===== config.mk =====
export PLATFORM = sky130hd
export DESIGN_NAME = countdown_timer
export DESIGN_NICKNAME = d
export VERILOG_FILES = /design/src/rtl/countdown_timer.sv
export SDC_FILE = /design/constraint.sdc
export NUM_CORES = 1
export LEC_CHECK = 0
export CAP_MARGIN = 15
export CORE_MARGIN = 1
export CORE_UTILIZATION = 70
export CTS_BUF_LIST = sky130_fd_sc_hd__clkbuf_8
export CTS_CLUSTER_SIZE = 24
export DETAILED_ROUTE_END_ITERATION = 7
export DONT_BUFFER_PORTS = 1
export GPL_ROUTABILITY_DRIVEN = 0
export GPL_TIMING_DRIVEN = 0
export PLACE_DENSITY = 0.87
export SETUP_SLACK_MARGIN = 0.15
export SKIP_CTS_REPAIR_TIMING = 1
export SYNTH_ARGS = -nofsm -noshare
export SYNTH_HDL_FRONTEND = slang
export SYNTH_SLANG_ARGS = --single-unit

===== constraint.sdc =====
create_clock -name clk -period 6.89 [get_ports clk]
set_clock_uncertainty 0.2 [all_clocks]
set_input_delay 1.7225 -clock clk [delete_from_list [all_inputs] [get_ports clk]]
set_output_delay 1.7225 -clock clk [all_outputs]
set_load 0.03 [all_outputs]

===== src/rtl/countdown_timer.sv =====
// Countdown timer: loads a two-digit BCD preset, decrements it once per
// second from a prescaled system clock, supports pause/resume and cancel,
// and raises a one-cycle timeout pulse when the count reaches 00.
//
// Ports:
//   clk       system clock, all state updates on the rising edge
//   reset     asynchronous active-high reset
//   preset    BCD load value {tens, ones}, sampled on an accepted start
//   start     pulse: load preset and begin counting (rejected if not BCD)
//   pause     pulse: toggle RUN <-> PAUSED, ignored elsewhere
//   cancel    pulse: abort to IDLE, highest priority
//   seconds   {active, tens, ones} for the display driver
//   timeout   one-cycle pulse on expiry
//   busy      high while RUN or PAUSED
//   load_err  one-cycle pulse when a start carries an invalid preset
//
// Input priority per cycle: cancel > start > pause > internal tick.
// All outputs come straight from flops.

module countdown_timer #(
  parameter int unsigned TICKS_PER_SEC = 100000000,
  parameter int unsigned CNT_W         = 27
) (
  input  logic       clk,
  input  logic       reset,
  input  logic [7:0] preset,
  input  logic       start,
  input  logic       pause,
  input  logic       cancel,
  output logic [8:0] seconds,
  output logic       timeout,
  output logic       busy,
  output logic       load_err
);

  typedef enum logic [1:0] {
    StIdle,
    StRun,
    StPaused,
    StExpired
  } state_e;

  localparam logic [CNT_W-1:0] PrescLast = CNT_W'(TICKS_PER_SEC - 1);
  localparam logic [CNT_W-1:0] PrescOne  = CNT_W'(1);

  state_e           state_q, state_d;
  logic [CNT_W-1:0] presc_q, presc_d;
  logic [3:0]       tens_q, tens_d;
  logic [3:0]       ones_q, ones_d;
  logic             active_q, active_d;
  logic             timeout_q, timeout_d;
  logic             busy_q, busy_d;
  logic             load_err_q, load_err_d;

  // Preset decode
  logic preset_valid;
  logic preset_zero;

  assign preset_valid = (preset[7:4] <= 4'd9) && (preset[3:0] <= 4'd9);
  assign preset_zero  = (preset == 8'h00);

  // One-second tick: only meaningful while running
  logic tick;

  assign tick = (state_q == StRun) && (presc_q == PrescLast);

  // BCD decrement of the current count. Never applied at 00 because the
  // 01 -> 00 step is handled as expiry instead.
  logic [3:0] dec_tens;
  logic [3:0] dec_ones;
  logic       last_sec;

  always_comb begin
    dec_tens = tens_q;
    dec_ones = ones_q;
    if (ones_q != 4'd0) begin
      dec_ones = ones_q - 4'd1;
    end else begin
      dec_ones = 4'd9;
      dec_tens = tens_q - 4'd1;
    end
  end

  assign last_sec = (tens_q == 4'd0) && (ones_q == 4'd1);

  // Next-state and output logic
  always_comb begin
    state_d    = state_q;
    presc_d    = presc_q;
    tens_d     = tens_q;
    ones_d     = ones_q;
    active_d   = active_q;
    busy_d     = busy_q;
    timeout_d  = 1'b0;
    load_err_d = 1'b0;

    if (cancel) begin
      state_d  = StIdle;
      presc_d  = '0;
      tens_d   = 4'd0;
      ones_d   = 4'd0;
      active_d = 1'b0;
      busy_d   = 1'b0;
    end else if (start) begin
      if (!preset_valid) begin
        // Rejected start consumes the cycle: nothing else advances.
        load_err_d = 1'b1;
      end else if (preset_zero) begin
        state_d   = StExpired;
        presc_d   = '0;
        tens_d    = 4'd0;
        ones_d    = 4'd0;
        active_d  = 1'b1;
        busy_d    = 1'b0;
        timeout_d = 1'b1;
      end else begin
        state_d  = StRun;
        presc_d  = '0;
        tens_d   = preset[7:4];
        ones_d   = preset[3:0];
        active_d = 1'b1;
        busy_d   = 1'b1;
      end
    end else if (pause) begin
      // Toggle only; the prescaler keeps its value across the pause.
      case (state_q)
        StRun:    state_d = StPaused;
        StPaused: state_d = StRun;
        default:  state_d = state_q;
      endcase
    end else if (state_q == StRun) begin
      if (tick) begin
        presc_d = '0;
        if (last_sec) begin
          state_d   = StExpired;
          tens_d    = 4'd0;
          ones_d    = 4'd0;
          active_d  = 1'b1;
          busy_d    = 1'b0;
          timeout_d = 1'b1;
        end else begin
          tens_d = dec_tens;
          ones_d = dec_ones;
        end
      end else begin
        presc_d = presc_q + PrescOne;
      end
    end
  end

  always_ff @(posedge clk or posedge reset) begin
    if (reset) begin
      state_q    <= StIdle;
      presc_q    <= '0;
      tens_q     <= 4'd0;
      ones_q     <= 4'd0;
      active_q   <= 1'b0;
      busy_q     <= 1'b0;
      timeout_q  <= 1'b0;
      load_err_q <= 1'b0;
    end else begin
      state_q    <= state_d;
      presc_q    <= presc_d;
      tens_q     <= tens_d;
      ones_q     <= ones_d;
      active_q   <= active_d;
      busy_q     <= busy_d;
      timeout_q  <= timeout_d;
      load_err_q <= load_err_d;
    end
  end

  assign seconds  = {active_q, tens_q, ones_q};
  assign timeout  = timeout_q;
  assign busy     = busy_q;
  assign load_err = load_err_q;

endmodule


# ---- Word-level counts from Yosys, hierarchy flattened
# Cells that the tools add are included.
dict set report totals {
  register_bits 41
  in_bits 13
  word_cells 97
}
dict set report classes {
  n_addsub 3
  magnitude_cmp 2
  n_eq_ne 7
  muxes 59
  reduce_logical 18
}
# cell n
set op_table {}
lappend op_table {{2-to-1 mux 27 bit} 6}
lappend op_table {{2-to-1 mux 4 bit} 18}
lappend op_table {{adder 27 x 1 -> 27 bit (second input constant)} 1}
lappend op_table {{== test 27 bit (second input constant)} 1}
lappend op_table {{2-to-1 mux 1 bit} 26}
lappend op_table {{nonzero test 4 bit} 5}
lappend op_table {{2-to-1 mux 2 bit} 8}
lappend op_table {{AND reduction 5 bit} 3}
lappend op_table {{nonzero test 3 bit} 3}
lappend op_table {{less-or-equal comparator 4 bit (second input constant)} 2}
lappend op_table {{logical NOT 8 bit} 1}
lappend op_table {{subtractor 4 x 1 -> 4 bit (second input constant)} 2}
lappend op_table {{== test 4 x 1 -> 1 bit (second input constant)} 1}
lappend op_table {{logical NOT 4 bit} 1}
lappend op_table {{inequality test 4 bit (second input constant)} 1}
lappend op_table {{one-hot mux 2 bit (2 select lines)} 1}
lappend op_table {{AND reduction 4 bit} 1}
lappend op_table {{logical AND 1 bit} 3}
lappend op_table {{inequality test 3 x 1 -> 1 bit (second input constant)} 1}
lappend op_table {{inequality test 3 x 2 -> 1 bit (second input constant)} 1}
lappend op_table {{AND reduction 3 bit} 1}
lappend op_table {{== test 2 x 1 -> 1 bit (second input constant)} 1}
lappend op_table {{== test 2 bit (second input constant)} 1}

# ---- Depth between registers and ports, before layout
dict set report depth {
  ltp_word 8
  mapped_depth 9
  mapped_depth_nobuf 7
}

# ---- Worst setup path before layout
# No wires, ideal clock.
dict set report synth_path {
  kind {input to register}
  start {input preset[1]}
  end {register presc_q[21]}
  arrival_ns 3.139
  t_required_ns 6.613
  setup_slack_ns 3.473
  stages 5
  n_path_buf 0
  cell_sequence {o21ai_0 a311o_2 nand2_1 or4_1 a21oi_1}
}
dict set report synth_between {
  elab_chain_len 4
}
# item line_no
set synth_rtl {}
lappend synth_rtl {{from (decl)} 26} ;# input logic [7:0] preset,
lappend synth_rtl {{less-or-equal comparator 4 bit} 59} ;# assign preset_valid = (preset[7:4] <= 4'd9) && (preset[3:0] <= 4'd9);
lappend synth_rtl {{logical AND 1 bit} 59}
lappend synth_rtl {{inequality test 3 x 1 -> 1 bit (no source line)} -}
lappend synth_rtl {{AND reduction 3 bit (no source line)} -}
lappend synth_rtl {{to (signal assigned)} 163} ;# presc_q <= presc_d;
lappend synth_rtl {{to (decl)} 47} ;# logic [CNT_W-1:0] presc_q, presc_d;
# Every way passes these cells.
# A chain may end at the register's enable or synchronous reset.

# ---- Worst setup path after layout
dict set report layout_path {
  start {input preset[1]}
  end {register presc_q[25]}
}
# Same word-level chain as after synthesis.

==> flow_summary.toml <==
[detailed_routing]
drtPass1Iterations = 5
drtAntennaViolNets = 0
vias_per_cell = 6.680
vias = 2258
initialDrtViolationCount = 249
wirelength_mm = 5.832
drt-wirelength-per-cell_um = 17.25
drc = 0

[floorplanning]
die_h_um = 63.12
core_um2 = 3468
start_util_pct = 75.40
num_rows = 21
die_w_um = 63.12
io_pins = 25
die-area_um2 = 3984

[power_and_ir_drop]
powerDensity_nw_per_um2 = 191.0
peakVddDrop_uv = 143.6
p_leak_nw = 1.134

[setup_path]
crit_chain = "o21ai_0 > a311oi_1 > nor4_1 > a21boi_0 > o21ba_1"
critPathBufInv = 0
worstPathMaxFanout = 6
critPathCaptureType = "flop"
critical_path_class = "in -> reg"
arrival_ps = 3520
critPathMaxStageDelay_ps = 610
path_delay_family = "compound AO/OA/AOI/OAI gates"
slowest_stage = "nor4_1"
crit_path_start_kind = "primary input"
cp.required_ps = 6880

[synth]
syn_inst = 285
synth.top_cell.area_share_pct = 39.23
synth_warnings = 0
synthTopCellsByArea = "dfrtp_1, nor2_1, nand3_1"
synth.distinct_cells = 54
synth_ff_type = "dfrtp_1"
syn_area_per_cell_um2 = 9.175
synth_seq_area_share_pct = 39.23
async_reset_ff_share_pct = 100.0
ys_top_cells_by_count = "dfrtp_1, nor2_1, nand2_1"
synth_fp_nets = 303
synth.cell_area_um2 = 2615
synth_top_area_cell = "dfrtp_1"
synth.most_common_cell = "dfrtp_1"
synth_edf_count = 0
synth_seq_cells = 41

[sta]
slew_viol_final = 0
setup_viol = 0
rsz0062_at_grt = "false"
worstMarginPinSlew_ps = 852.3
tns_ps = 0
slew_headroom_pct = 43.10
hold_viol = 0
period_share_pct = 51.14
fin_crit_ps = 3524
max_clock_freq_ghz = 0.2838

[finish]
fin_nets = 310
fin_cells = 338
n_antenna_cell = 0
fin_util_pct = 79.55
fillers = 236
syn_to_final_growth_pct = 5.503
layout-drive-gt1-share_pct = 12.33

[run]
cap_viol_max_count = 0

[placed_design]
io_buffers = 0
hpwlAfterDp_mm = 4.087
dp_cells = 331

[global_routing]
antenna_found_initial = 0
grtUsageTotal_pct = 33.23
grt_pass1_wl_mm = 10.29
grt_pass1_vias = 2145
grt_max_degree = 42
grt_overflow = 0

[clocking]
cts-buffers-inserted = 5
cts.path.max_buffers = 2
cts.sinks = 41
cts_tree = "built"
cts-root-buf = "clkbuf_8"
clkSlewWorstSetupHoldPaths_ps = 70
cts_htree_levels = 2
clk_latency_ps = 300

[run_status]
status = "finished clean"

[hold_path]
hp-class = "reg -> reg"
-- cell usage in the layout (no fill, tap or decap), drive strengths merged, types with 3 or more instances in the layout --
| cell type | instances |
|---|---|
| nor3 | 14 |
| and3 | 3 |
| nor2 | 31 |
| and2 | 3 |
| nor3b | 4 |
| nand3 | 19 |
| xor2 | 7 |
| o31ai | 4 |
| clkbuf | 14 |
| or3 | 5 |
| a21oi | 13 |
| or4 | 4 |
| inv | 17 |
| dfrtp | 41 |
| nor4 | 11 |
| buf | 6 |
| o21ai | 10 |
| xnor2 | 10 |
| nand2 | 21 |
| and4 | 3 |
| ha | 5 |
| a211oi | 4 |
| nand4 | 11 |
| mux2 | 5 |
-- per-stage QoR --
stage / setup slack, ps / power, W / hold slack, ps / area, um^2
final: 3366 / 0.0005270 / 322.0 / 2759
after global routing: 3185 / 0.0005508 / 348.6 / 2759
after CTS: 3431 / 0.0005271 / 323.6 / 2759
after detailed placement: 3136 / 0.0003717 / 308.5 / 2673
after global placement: 3149 / 0.0003696 / 299.9 / 2673
after floorplan: 3473 / 0.0003526 / 279.2 / 2615
-- kinds of logic after synthesis --
family / share of synthesized area, %
fa+ha+maj: 2.392
xor+xnor: 5.694
compound gates: 14.50
buf+inv: 7.560
simple gates: 27.94
flops: 39.23
mux: 2.679
-- flip-flops by register name, summed over array words and instances, names as in the netlist --
name	cells
ones_q	4
load_err	1
state_q	2
active_q	1
presc_q	27
tens_q	4
busy	1
timeout	1
-- power breakdown --
part	switching, W	internal (W)
sequential	0.0000298	0.000251
combinational	0.0000519	0.0000359
clock	0.0000799	0.0000780
total	0.000162	0.000365
-- path summary, 6_finish.rpt --
| path | startpoint | endpoint | slack (ps) | cells past startpoint |
|---|---|---|---|---|
| hold reg to reg | presc_q[0] | presc_q[0] | 320 | 1 |
| min in group asynchronous | reset | presc_q[14] | 1270 | 1 |
| hold / removal | presc_q[0] | presc_q[0] | 320 | 1 |
| setup / recovery | preset[1] | presc_q[25] | 3370 | 5 |
| max in group asynchronous | reset | presc_q[2] | 4680 | 1 |
| setup reg to reg | tens_q[0] | state_q[1] | 4230 | 7 |
-- layer usage --
| metal | share of wire [%] | track usage (%) |
|---|---|---|
| met5 | 0 | 0 |
| met3 | 6.3 | 4.710 |
| met1 | 46 | 49.10 |
| met4 | 1.5 | 13.37 |
| met2 | 46 | 49.06 |
-- layout make-up --
| cell class | instances | area (um^2) | area share, % |
|---|---|---|---|
| multi-input cells | 214 | 1391 | 50.43 |
| flip-flops and latches | 41 | 1026 | 37.19 |
| plain buffers | 14 | 137.6 | 4.989 |
| clock buffers | 6 | 82.58 | 2.993 |
| inverters | 16 | 60.06 | 2.177 |
| well taps | 46 | 57.56 | 2.086 |
| clock inverters | 1 | 3.754 | 0.1361 |
(Power assumes the default switching activity.)
